==> config.mk <==
export PLATFORM = sky130hd
export DESIGN_NAME = uart_rx_byte
export DESIGN_NICKNAME = d
export VERILOG_FILES = /design/src/rtl/uart_rx_byte.sv
export SDC_FILE = /design/constraint.sdc
export NUM_CORES = 1
export LEC_CHECK = 0
export CAP_MARGIN = 25
export CORE_MARGIN = 1
export CORE_UTILIZATION = 50
export CTS_CLUSTER_SIZE = 10
export DETAILED_ROUTE_END_ITERATION = 7
export PLACE_DENSITY = 0.73
export SKIP_CTS_REPAIR_TIMING = 1
export SLEW_MARGIN = 0
export SYNTH_ARGS = -nofsm -noshare
export SYNTH_HDL_FRONTEND = slang
export SYNTH_SLANG_ARGS = --single-unit
==> constraint.sdc <==
create_clock -name clk -period 4.5 [get_ports clk]
set_input_delay 1.35 -clock clk [delete_from_list [all_inputs] [get_ports clk]]
set_output_delay 1.35 -clock clk [all_outputs]
set_load 0.01 [all_outputs]
==> src/rtl/uart_rx_byte.sv <==
// 8N1 UART receiver: one byte and a one-cycle strobe per good frame.
// Define UART_RX_PARITY_EN for 8E1 frames with parity checking.
module uart_rx_byte #(
   parameter int unsigned CLKS_PER_BIT = 434
) (
   input  logic       clk,
   input  logic       rst,
   input  logic       rx_in,
   output logic [7:0] rx_data,
   output logic       rx_valid,
   output logic       busy,
   output logic       frame_err,
   output logic       parity_err
);

   localparam int unsigned CW = $clog2(CLKS_PER_BIT);
   localparam logic [CW-1:0] HALF = CW'(CLKS_PER_BIT / 2 - 1);
   localparam logic [CW-1:0] LAST = CW'(CLKS_PER_BIT - 1);

   typedef enum logic [2:0] {
      S_IDLE,
      S_START,
      S_DATA,
      S_PARITY,
      S_STOP,
      S_WAIT
   } state_t;

   state_t        state_q, state_d;
   logic          sync1_q, rx_s_q;
   logic [CW-1:0] cnt_q, cnt_d;
   logic [2:0]    bit_idx_q, bit_idx_d;
   logic [7:0]    shift_q, shift_d;
   logic [7:0]    data_q, data_d;
   logic          valid_q, valid_d;
   logic          ferr_q, ferr_d;
   logic          perr_q, perr_d;
   logic          par_bad_q, par_bad_d;
   logic          mid_tick, bit_tick;

   assign mid_tick = (cnt_q == HALF);
   assign bit_tick = (cnt_q == LAST);

   always_ff @(posedge clk) begin
      if (rst) begin
         state_q   <= S_IDLE;
         sync1_q   <= 1'b1;
         rx_s_q    <= 1'b1;
         cnt_q     <= '0;
         bit_idx_q <= '0;
         shift_q   <= '0;
         data_q    <= '0;
         valid_q   <= 1'b0;
         ferr_q    <= 1'b0;
         perr_q    <= 1'b0;
         par_bad_q <= 1'b0;
      end else begin
         state_q   <= state_d;
         sync1_q   <= rx_in;
         rx_s_q    <= sync1_q;
         cnt_q     <= cnt_d;
         bit_idx_q <= bit_idx_d;
         shift_q   <= shift_d;
         data_q    <= data_d;
         valid_q   <= valid_d;
         ferr_q    <= ferr_d;
         perr_q    <= perr_d;
         par_bad_q <= par_bad_d;
      end
   end

   always_comb begin
      state_d = state_q;
      unique case (state_q)
         S_IDLE:  if (!rx_s_q) state_d = S_START;
         S_START: if (mid_tick) state_d = rx_s_q ? S_IDLE : S_DATA;
         S_DATA: begin
            if (bit_tick && bit_idx_q == 3'd7) begin
`ifdef UART_RX_PARITY_EN
               state_d = S_PARITY;
`else
               state_d = S_STOP;
`endif
            end
         end
         S_PARITY: if (bit_tick) state_d = S_STOP;
         // Leave mid-stop-bit so a back-to-back start edge is not missed
         S_STOP:   if (bit_tick) state_d = rx_s_q ? S_IDLE : S_WAIT;
         S_WAIT:   if (rx_s_q) state_d = S_IDLE;
         default:  state_d = S_IDLE;
      endcase
   end

   always_comb begin
      shift_d   = shift_q;
      bit_idx_d = bit_idx_q;
      data_d    = data_q;
      par_bad_d = par_bad_q;
      valid_d   = 1'b0;
      ferr_d    = 1'b0;
      perr_d    = 1'b0;
      if (state_d != state_q || bit_tick || state_q == S_IDLE)
         cnt_d = '0;
      else
         cnt_d = cnt_q + 1'b1;
      unique case (state_q)
         S_IDLE: begin
            bit_idx_d = '0;
            par_bad_d = 1'b0;
         end
         S_DATA: begin
            if (bit_tick) begin
               shift_d   = {rx_s_q, shift_q[7:1]};
               bit_idx_d = bit_idx_q + 3'd1;
            end
         end
`ifdef UART_RX_PARITY_EN
         S_PARITY: if (bit_tick) par_bad_d = (^shift_q) ^ rx_s_q;
`endif
         S_STOP: begin
            if (bit_tick) begin
               if (!rx_s_q)
                  ferr_d = 1'b1;
               else if (par_bad_q)
                  perr_d = 1'b1;
               else begin
                  valid_d = 1'b1;
                  data_d  = shift_q;
               end
            end
         end
         default: ;
      endcase
   end

   assign rx_data    = data_q;
   assign rx_valid   = valid_q;
   assign frame_err  = ferr_q;
   assign parity_err = perr_q;
   assign busy       = (state_q != S_IDLE);

endmodule

==> out/metrics.cfg <==
[setup_path]
cp-start-kind = flip-flop
max_stage_delay_ns = 0.51
regToRegSetupSlack_ns = 2.43
critPathKind = reg2out
arrival_ns = 1.85
reg2reg_to = bit_idx_q[2]$_SDFFE_PP0P_
crit_path_end_kind = output pin
rr_worst_depth = 6
cp_max_fo = 14
crit_family = simple AND/OR/NAND/NOR gates
cp_slowest_cell = clkdlybuf4s50_1
r2r-start = cnt_q[0]$_SDFF_PP0_
required_ns = 3.15
cp-endpoint = busy
critical_path_buf_inv_count = 1
cp.depth = 3
crit_path_cell_trace = nor2_1 -> nand2_1 -> clkdlybuf4s50_1
startpoint = state_q[0]$_SDFF_PP0_

[layout]
antenna_cells = 0
drive_gt1_share_pct = 7.979
syn_to_final_growth_pct = 11.25
finalInstanceArea_mm2 = 0.001769
nets = 195

[logic_synthesis]
synth_area_leaders = dfxtp_1 44%, nand2_1 5.9%, nor2_1 5.4%
synth_edf_count = 0
syn-num-nets = 186
synth_top_area_share_pct = 44.06
yosysSeqAreaShare_pct = 44.06
syn-cell-area_mm2 = 0.001590
async_flop_share_pct = 0
avgSynthCellArea_um2 = 8.934
synth_top_area_cell = dfxtp_1
yosysWarnings = 0
synth_cell_types = 40
synth_ff_type = dfxtp_1
syn_inst = 178
ys_seq_elements = 35

[outcome]
status = complete, no violations

[timing]
min_period_over_period_pct = 71.08
relSlewSlack_pct = 40.50
rsz0062_at_grt = no
finalSetupViolCount = 0
fin_tns_setup_ns = 0
fin_skew_ns = 0.01035
drv_slew = 0
layout_min_cycle_time_ns = 3.199
tightest_slew_ns = 0.8897
fmax_mhz = 312.6
hold_violations = 0
layout_setup_ws_ns = 1.301

[global_route]
grt_max_degree = 28
grt_pass1_wl_um = 4981
grt_pass1_vias = 1122
antenna_found_initial = 0
grt_usage_pct = 19.33
gr-total-overflow = 0

[die]
die-area_mm2 = 0.003410
rows = 20
initial_core_util_pct = 52.52
fp.dieH_um = 58.40
die_w_um = 58.40
pin_count = 15
core_mm2 = 0.003028

[cts]
numCtsBuffers = 5
clk_pin_slew_ns = 0.11
cts.path.max_buffers = 2
cts.sinks = 35
htree_levels = 2
clk_latency_ns = 0.33
cts_root_buf = clkbuf_4
cts_tree = done

[route]
wl_per_cell_um = 12.33
vias_per_cell = 5.267
wirelength_um = 2860
routed-via-count = 1222
drt-initial-drc-count = 67
drc = 0
dr.pass1.iters = 4
ant_nets = 0

[pwr]
powerDensity_mw_per_mm2 = 280.0
vdd_ir_drop_max_v = 0.0001854
p_leak_nw = 0.6711

[placed_design]
post_dp_cell_area_mm2 = 0.001715
portBuffers = 13
gp_congestion = 0.7389
place_ws_ns = 1.435
dp_hpwl_um = 2012

[flow_run]
cap_violations = 0

[min_path]
hp-class = reg2reg

logic make-up (layout without fill, tap and decap cells):
kind of cell	count (synthesis)	count (layout)	share of synthesized area (%)
AOI/OAI and AO/OA	24	24	9.520
xor gates and xnor gates	7	7	3.855
adders and majority gates	5	5	3.934
buffers and inverters	15	25	4.720
DFF	35	35	44.06
muxes	8	8	5.036
other	1	1	0.2358
and+or+nand+nor	83	83	28.64
where the power goes:
| part | internal [W] | switching (W) |
|---|---|---|
| clock network | 0.0000603 | 0.000105 |
| logic | 0.00000594 | 0.00000965 |
| registers | 0.000311 | 0.00000277 |
routing by layer:
metal  up-vias  share of wire [%]  track usage, %
li1        621                  -               -
met1       576                 48           24.72
met2        20                 48           31.36
met3         5                2.7           4.615
met4         0                1.4           8.163
met5         -                  0               0
sequential cells by signal, indices dropped and copies added, names as in the netlist:
signal / cells
bit_idx_q: 3
rx_data: 8
rx_s_q: 1
rx_valid: 1
cnt_q: 9
sync1_q: 1
state_q: 3
shift_q: 8
frame_err: 1
cells in the final DEF (no fill, tap or decap), types with 6 or more instances in the layout:
cell	netlist	final
mux2i_1	8	8
clkdlybuf4s50_1	0	13
nand3_1	7	7
nor3_1	6	6
nand2_1	25	25
nor2_1	23	23
dfxtp_1	35	35
a21oi_1	13	13
worst min path at each step:
stage	slack [ns]	cells after the start	start	end
floorplan	0.39	1	sync1_q$_SDFF_PP1_	rx_s_q$_SDFF_PP1_
global placement	0.39	1	sync1_q$_SDFF_PP1_	rx_s_q$_SDFF_PP1_
detailed placement	0.40	1	sync1_q$_SDFF_PP1_	rx_s_q$_SDFF_PP1_
CTS	0.43	1	sync1_q$_SDFF_PP1_	rx_s_q$_SDFF_PP1_
global route	0.45	1	sync1_q$_SDFF_PP1_	rx_s_q$_SDFF_PP1_
finish	0.43	1	sync1_q$_SDFF_PP1_	rx_s_q$_SDFF_PP1_
area by class of cell:
type,instances,area [um2]
Inverter,4,15.01
Clock inverter,2,12.51
Fill cell,260,1259
Multi-Input combinational cell,128,814.5
Tap cell,44,55.05
Timing Repair Buffer,13,130.1
Clock buffer,6,41.29
Sequential cell,35,700.7
stage by stage:
| stage | utilization, % | instances | total power [W] | hold slack (ns) |
|---|---|---|---|---|
| 6_report | 58.43 | 232 | 0.0004954 | 0.4259 |
| 5_1_grt | 58.43 | 232 | 0.0005156 | 0.4480 |
| 4_1_cts | 58.43 | 232 | 0.0004985 | 0.4277 |
| 3_5_place_dp | 56.65 | 224 | 0.0003368 | 0.4009 |
| 3_3_place_gp | 56.65 | 224 | 0.0003360 | 0.3904 |
| 2_1_floorplan | - | 178 | 0.0003329 | 0.3895 |
synthesized netlist by cell type (2+ instances only):
library cell,n
dfxtp_1,35
nand2_1,25
nor2_1,23
a21oi_1,13
mux2i_1,8
nand3_1,7
nor3_1,6
clkbuf_1,5
ha_1,5
xnor2_1,5
inv_1,4
o21ai_0,4
a2bb2oi_1,2
buf_2,2
buf_4,2
nand4_1,2
nor2b_1,2
nor3b_1,2
nor4b_1,2
o211ai_1,2
or2_2,2
xor2_1,2
Power figures use the tool's default switching activity.
